[src/rtl/fq_div_prog_if.sv]
// ---------------------------------------------------------------------------
// fq_div_prog_if
//
// Purpose: groups the control and status signals of the programmable
// frequency divider so a single bundle can be passed between the divider
// and whatever block programs it.
//
// Signals:
//   en        : 1 = divider counts, 0 = counter parked and output forced low
//   load      : single-cycle request to stage div_val/mode
//   div_val   : requested divisor (CNT_W bits, must be >= 2)
//   mode      : requested output mode (0 = pulse, 1 = square)
//   div_n_clk : divided output, registered
//   load_ack  : one-cycle pulse when staged settings become active
//   load_err  : one-cycle pulse when a load is rejected (div_val < 2)
//   pending   : high while staged settings wait for a period boundary
//
// Modports:
//   master : the programming side (drives requests, observes status)
//   slave  : the divider itself
// ---------------------------------------------------------------------------
interface fq_div_prog_if #(
    parameter int unsigned CNT_W = 32
) ();

    logic             en;
    logic             load;
    logic [CNT_W-1:0] div_val;
    logic             mode;
    logic             div_n_clk;
    logic             load_ack;
    logic             load_err;
    logic             pending;

    modport master (
        output en,
        output load,
        output div_val,
        output mode,
        input  div_n_clk,
        input  load_ack,
        input  load_err,
        input  pending
    );

    modport slave (
        input  en,
        input  load,
        input  div_val,
        input  mode,
        output div_n_clk,
        output load_ack,
        output load_err,
        output pending
    );

endinterface

[src/rtl/fq_div_prog.sv]
// ---------------------------------------------------------------------------
// fq_div_prog
//
// Purpose: runtime-programmable clock divider. Produces either a one-cycle
// pulse or a near-50% square wave every DIV cycles of org_clk. New divisor
// and mode values are staged by a load request and only take effect at a
// period boundary (wrap edge), so the output never produces a runt pulse.
//
// Ports:
//   org_clk : source clock, all logic on its rising edge
//   rst_n   : asynchronous active-low reset
//   bus     : fq_div_prog_if.slave
//             en, load, div_val, mode          (inputs)
//             div_n_clk, load_ack, load_err,
//             pending                          (registered outputs)
//
// Parameters:
//   CNT_W        : width of divisor and period counter
//   DEFAULT_DIV  : divisor active out of reset (>= 2, < 2^CNT_W)
//   DEFAULT_MODE : mode active out of reset (0 = pulse, 1 = square)
// ---------------------------------------------------------------------------
module fq_div_prog #(
    parameter int unsigned CNT_W        = 32,
    parameter int unsigned DEFAULT_DIV  = 2,
    parameter bit          DEFAULT_MODE = 1'b0
) (
    input  logic          org_clk,
    input  logic          rst_n,
    fq_div_prog_if.slave  bus
);

    localparam logic [CNT_W-1:0] DEF_DIV = CNT_W'(DEFAULT_DIV);
    localparam logic [CNT_W-1:0] ONE     = CNT_W'(1);
    localparam logic [CNT_W-1:0] TWO     = CNT_W'(2);

    // Output level for a given counter position under a given divisor/mode.
    // Square-mode high threshold is computed one bit wider so that a divisor
    // of 2^CNT_W-1 does not wrap (div+1) to zero.
    function automatic logic wave_level(
        input logic [CNT_W-1:0] cnt,
        input logic [CNT_W-1:0] div,
        input logic             sq
    );
        logic [CNT_W:0] hi;
        hi = ({1'b0, div} + {{CNT_W{1'b0}}, 1'b1}) >> 1;
        if (sq) begin
            return ({1'b0, cnt} < hi);
        end
        return (cnt == (div - ONE));
    endfunction

    // Registered state
    logic [CNT_W-1:0] count_q,    count_d;
    logic [CNT_W-1:0] act_div_q,  act_div_d;
    logic             act_mode_q, act_mode_d;
    logic             pending_q,  pending_d;
    logic             out_q,      out_d;
    logic             ack_q,      ack_d;
    logic             err_q,      err_d;

    // Staged settings carry no reset: they are only consumed while
    // pending_q is set, and pending_q is cleared by reset.
    logic [CNT_W-1:0] stg_div_q;
    logic             stg_mode_q;

    logic             wrap;
    logic             load_ok;

    always_comb begin
        wrap    = bus.en && (count_q == (act_div_q - ONE));
        load_ok = bus.load && (bus.div_val >= TWO);

        count_d    = count_q;
        act_div_d  = act_div_q;
        act_mode_d = act_mode_q;
        pending_d  = pending_q;

        if (!bus.en) begin
            // Parking at act_div-1 makes the first enabled edge a wrap edge,
            // which restarts the period cleanly and applies staged settings.
            count_d = act_div_q - ONE;
        end else if (wrap) begin
            count_d = '0;
            if (pending_q) begin
                act_div_d  = stg_div_q;
                act_mode_d = stg_mode_q;
                pending_d  = 1'b0;
            end
        end else begin
            count_d = count_q + ONE;
        end

        // A load on the same edge as an apply stages the new values after
        // the old ones have been consumed, so pending stays set.
        if (load_ok) begin
            pending_d = 1'b1;
        end

        // Output derives from next-state values so it lines up with count_q
        // in the following cycle, including the first period after a switch.
        out_d = bus.en && wave_level(count_d, act_div_d, act_mode_d);
        ack_d = wrap && pending_q;
        err_d = bus.load && (bus.div_val < TWO);
    end

    always_ff @(posedge org_clk or negedge rst_n) begin
        if (!rst_n) begin
            count_q    <= DEF_DIV - ONE;
            act_div_q  <= DEF_DIV;
            act_mode_q <= DEFAULT_MODE;
            pending_q  <= 1'b0;
            out_q      <= 1'b0;
            ack_q      <= 1'b0;
            err_q      <= 1'b0;
        end else begin
            count_q    <= count_d;
            act_div_q  <= act_div_d;
            act_mode_q <= act_mode_d;
            pending_q  <= pending_d;
            out_q      <= out_d;
            ack_q      <= ack_d;
            err_q      <= err_d;
        end
    end

    always_ff @(posedge org_clk) begin
        if (load_ok) begin
            stg_div_q  <= bus.div_val;
            stg_mode_q <= bus.mode;
        end
    end

    assign bus.div_n_clk = out_q;
    assign bus.load_ack  = ack_q;
    assign bus.load_err  = err_q;
    assign bus.pending   = pending_q;

endmodule

[src/flat_wrapper.sv]
// flat-port wrapper written by rule: the top's interface ports become plain ports
module fq_div_prog_flat 
#(
    parameter int unsigned CNT_W        = 32,
    parameter int unsigned DEFAULT_DIV  = 2,
    parameter bit          DEFAULT_MODE = 1'b0
)
  (org_clk, rst_n, bus_en, bus_load, bus_div_val, bus_mode, bus_div_n_clk, bus_load_ack, bus_load_err, bus_pending);
  fq_div_prog_if #(.CNT_W(CNT_W)) bus_i ();
  input  logic org_clk;
  input  logic rst_n;
  input wire logic [$bits(bus_i.en)-1:0] bus_en;
  input wire logic [$bits(bus_i.load)-1:0] bus_load;
  input wire logic [$bits(bus_i.div_val)-1:0] bus_div_val;
  input wire logic [$bits(bus_i.mode)-1:0] bus_mode;
  output wire logic [$bits(bus_i.div_n_clk)-1:0] bus_div_n_clk;
  output wire logic [$bits(bus_i.load_ack)-1:0] bus_load_ack;
  output wire logic [$bits(bus_i.load_err)-1:0] bus_load_err;
  output wire logic [$bits(bus_i.pending)-1:0] bus_pending;
  assign bus_i.en = bus_en;
  assign bus_i.load = bus_load;
  assign bus_i.div_val = bus_div_val;
  assign bus_i.mode = bus_mode;
  assign bus_div_n_clk = bus_i.div_n_clk;
  assign bus_load_ack = bus_i.load_ack;
  assign bus_load_err = bus_i.load_err;
  assign bus_pending = bus_i.pending;
  fq_div_prog #(.CNT_W(CNT_W), .DEFAULT_DIV(DEFAULT_DIV), .DEFAULT_MODE(DEFAULT_MODE)) u_core (.org_clk(org_clk), .rst_n(rst_n), .bus(bus_i));
endmodule
[config.mk]
export PLATFORM = sky130hd
export DESIGN_NAME = fq_div_prog_flat
export DESIGN_NICKNAME = d
export VERILOG_FILES = /design/src/rtl/fq_div_prog_if.sv /design/src/rtl/fq_div_prog.sv /design/src/flat_wrapper.sv
export SDC_FILE = /design/constraint.sdc
export NUM_CORES = 1
export LEC_CHECK = 0
export BUFFER_PORTS_ARGS = -buffer_cell sky130_fd_sc_hd__buf_2
export CAP_MARGIN = 5
export CORE_UTILIZATION = 55
export CTS_CLUSTER_SIZE = 20
export DETAILED_ROUTE_END_ITERATION = 8
export GPL_ROUTABILITY_DRIVEN = 0
export PLACE_DENSITY_LB_ADDON = 0.2
export RECOVER_POWER = 100
export SYNTH_ARGS = -nofsm -noshare
export SYNTH_HDL_FRONTEND = slang
export SYNTH_SLANG_ARGS = --single-unit
[constraint.sdc]
create_clock -name org_clk -period 12.9 [get_ports org_clk]
set_input_delay 1.29 -clock org_clk [delete_from_list [all_inputs] [get_ports org_clk]]
set_output_delay 1.29 -clock org_clk [all_outputs]
set_load 0.01 [all_outputs]
==> impl_metrics.csv <==
group,metric,value,unit
power_and_ir_drop,swShare,0.4601,
logic_synthesis,synth-seq-cells,102,
final_layout,final-seq-area,2720,um^2
clocking,clockRootBuffer,"clkbuf_16",
clocking,cts_tree,"built",
final_layout,drive_gt1_frac,0.06256,
floorplan,die-area,16780,um^2
route,wire_per_inst,22.23,um
route,route.detailed.drc,0,
route,final_antenna_net_count,0,
global_route,antenna_found_initial,0,
timing,fmax,101.1,MHz
clocking,clk_pin_slew,0.08,ns
power_and_ir_drop,power_frac_clock,0.170,
global_route,overflow,0,
clocking,cts_sinks,102,
clocking,htree_levels,3,
power_and_ir_drop,switching_power,737.6,uW
placed_design,hpwl,21.46,mm
timing,max_slew_margin,-1.661,
timing,finalHoldViolCount,0,
logic_synthesis,synth_seq_area_share,0.3040,
route,num_vias,8347,
flow_run,maxCapViolCount,3,
floorplan,die_h,129.6,um
final_layout,fill_cells,1472,
logic_synthesis,yosys_warnings,0,
logic_synthesis,synth_edf_count,33,
outcome,violations,"capacitance limit, slew limit",
final_layout,area_growth,5.467,%
clocking,post_cts_buffers,0,
floorplan,die_w,129.6,um
logic_synthesis,syn-instance-count,1030,
floorplan,num_rows,46,
timing,worst_slew_pin_slew,3.992,ns
outcome,status,"finished with violations",
critical_path,path_max_fanout,44,
floorplan,io-pin-count,41,
timing,min_period,9.889,ns
timing,tns,0,ns
global_route,grt_util_all_layers,0.3455,
final_layout,layout_commonest_cell,"xnor2_1",
final_layout,multi_input_area,5834,um^2
timing,finalSetupViolCount,0,
critical_path,cp.required,13.14,ns
power_and_ir_drop,seq_power_share,0.316,
logic_synthesis,synth_nets,1102,
route,drt-total-wl,27.90,mm
power_and_ir_drop,internal-power,865.4,uW
final_layout,finalNetCount,1106,
logic_synthesis,avgSynthCellArea,8.688,um^2
route,dr.pass1.iters,8,
clocking,cts_resized,0,
critical_path,cpPeakStageDelay,1.24,ns
logic_synthesis,synth.cell_area,8949,um^2
placed_design,port_buffers,40,
timing,slew_violations,106,
global_route,grt_pass1_wl,43.24,mm
clocking,numCtsBuffers,9,
critical_path,r2r_setup_slack,3.01,ns
logic_synthesis,ys.flop_type,"dfrtp_1",
logic_synthesis,synthArstFlopShare,0.6765,
clocking,insertion_delay,0.36,ns
critical_path,end_kind,"register",
final_layout,fin_cells,1255,
final_layout,layout_common_cells,"xnor2_1 (104), nand2_1 (94), nor2_1 (69)",
route,drt_iter0_drc,1005,
timing,rsz0062_at_grt,"no",
placed_design,place_inst,1239,
route,via_per_inst,6.651,
critical_path,critPathKind,"register to register",
floorplan,coreArea,15890,um^2
clocking,ctsHoldBuffers,0,
global_route,grt_max_degree,70,
critical_path,crit_arrival,10.13,ns
power_and_ir_drop,pwr_density_cell,169.8,nW/um^2
global_route,grt_pass1_vias,7641,
logic_synthesis,yosysUniqueCellTypes,74,
worst_hold_path,hold_path_class,"register to register",
timing,period_share,0.7666,
timing,skew,0.01276,ns
power_and_ir_drop,ir_drop,0.09212,mV
clocking,cts_buffer_depth,2,
critical_path,start_kind,"register",
power_and_ir_drop,power_frac_comb,0.513,
power_and_ir_drop,power_leakage,0.003680,uW
final_layout,diodes,0,
critical_path,cp_slowest_cell,"nor4_1",
floorplan,initial_core_util,0.5633,
-- cells by family (layout without fill, tap and decap cells) --
logic type | after synthesis | count (layout) | synth area share
AND/OR/NAND/NOR | 426 | 426 | 0.2606
buffers and inverters | 83 | 92 | 0.03831
XOR/XNOR | 172 | 172 | 0.1746
multiplexers | 46 | 46 | 0.05215
adder cells (fa/ha/maj) | 35 | 35 | 0.04894
flip-flops | 102 | 102 | 0.3040
AO/OA/AOI/OAI | 166 | 166 | 0.1214
-- stage by stage --
step / cell area [um^2] / hold WS, ns / setup slack (ns) / total power (uW) / utilization
2_1_floorplan: 8949 / 0.4840 / 6.168 / 1085 / -
3_3_place_gp: 9244 / 0.5626 / 5.320 / 1305 / 0.5819
3_5_place_dp: 9244 / 0.5948 / 5.125 / 1312 / 0.5819
4_1_cts: 9527 / 0.6111 / 4.985 / 1587 / 0.5997
5_1_grt: 9438 / 0.6548 / 2.370 / 1690 / 0.5941
6_report: 9438 / 0.6191 / 3.011 / 1603 / 0.5941
-- flip-flops by register name (all words and copies together) (netlist names) --
register / cells
u_core.act_mode_q: 1
u_core.bus.load_ack: 1
u_core.act_div_q: 32
u_core.stg_mode_q: 1
u_core.stg_div_q: 32
u_core.bus.pending: 1
u_core.bus.div_n_clk: 1
u_core.bus.load_err: 1
u_core.count_q: 32
-- power by group through the flow --
stage	Clock [uW]	Sequential, uW	Combinational, uW
after floorplan	0	444	641
after global placement	0	506	799
after detailed placement	0	508	804
after CTS	274	501	812
after global routing	284	515	891
final	273	507	823
-- layer usage --
| metal | GRT usage | wire (um) | up-vias |
|---|---|---|---|
| met3 | 0.06854 | 3083 | 68 |
| met2 | 0.5193 | 12060 | 545 |
| li1 | - | - | 3795 |
| met4 | 0.1375 | 928 | 0 |
| met5 | 0 | 0 | - |
| met1 | 0.4878 | 11830 | 3939 |
-- layout make-up --
class | instances | area share
Inverter | 30 | 0.01193
Clock inverter | 6 | 0.005701
Timing Repair Buffer | 46 | 0.02307
Tap cell | 216 | 0.02864
Sequential cell | 102 | 0.2882
Multi-Input combinational cell | 845 | 0.6182
Clock buffer | 10 | 0.02426
-- path summary, 6_finish.rpt --
path                       depth (start not counted)                 start              endpoint
setup / recovery                                  27   u_core.act_div_q[5]  u_core.bus.div_n_clk
hold / removal                                     2  u_core.stg_div_q[31]  u_core.act_div_q[31]
setup reg to reg                                  27   u_core.act_div_q[5]  u_core.bus.div_n_clk
hold reg to reg                                    2  u_core.stg_div_q[31]  u_core.act_div_q[31]
max in group asynchronous                          1                 rst_n     u_core.act_mode_q
min in group asynchronous                          1                 rst_n     u_core.count_q[6]
-- worst max-delay path: cells and delay by family, from the launching register on --
family                   cells  cell delay, ns
AO/OA/AOI/OAI                9            1.36
adder cells (fa/ha/maj)      1            0.20
buffers and inverters        1            0.69
flip-flops                   1            0.53
multiplexers                 1            0.44
AND/OR/NAND/NOR             15            6.49
-- synth_stat cells, types with 7 or more instances --
cell type / number / area, um^2
nand4_1: 40 / 250.2
edfxtp_1: 33 / 991.0
o22ai_1: 27 / 168.9
and3_1: 19 / 118.9
or2_2: 7 / 43.79
o211ai_1: 7 / 52.55
xor2_1: 64 / 560.5
nor2b_1: 10 / 62.56
nor4_1: 36 / 225.2
nand3_1: 41 / 205.2
or3_1: 11 / 68.82
nor3_1: 34 / 170.2
a31oi_1: 7 / 43.79
inv_1: 30 / 112.6
or4_1: 9 / 67.56
buf_2: 9 / 45.04
a21o_1: 14 / 105.1
clkbuf_1: 35 / 131.4
xnor2_1: 104 / 910.9
ha_1: 35 / 437.9
nor2_1: 68 / 255.2
dfrtp_1: 67 / 1677
o21ai_0: 39 / 195.2
mux2i_1: 41 / 410.4
a21oi_1: 30 / 150.1
and4_1: 13 / 113.9
nand2_1: 94 / 352.8
nand2b_1: 14 / 87.58
Note: power is estimated with default switching activity, not from simulation.
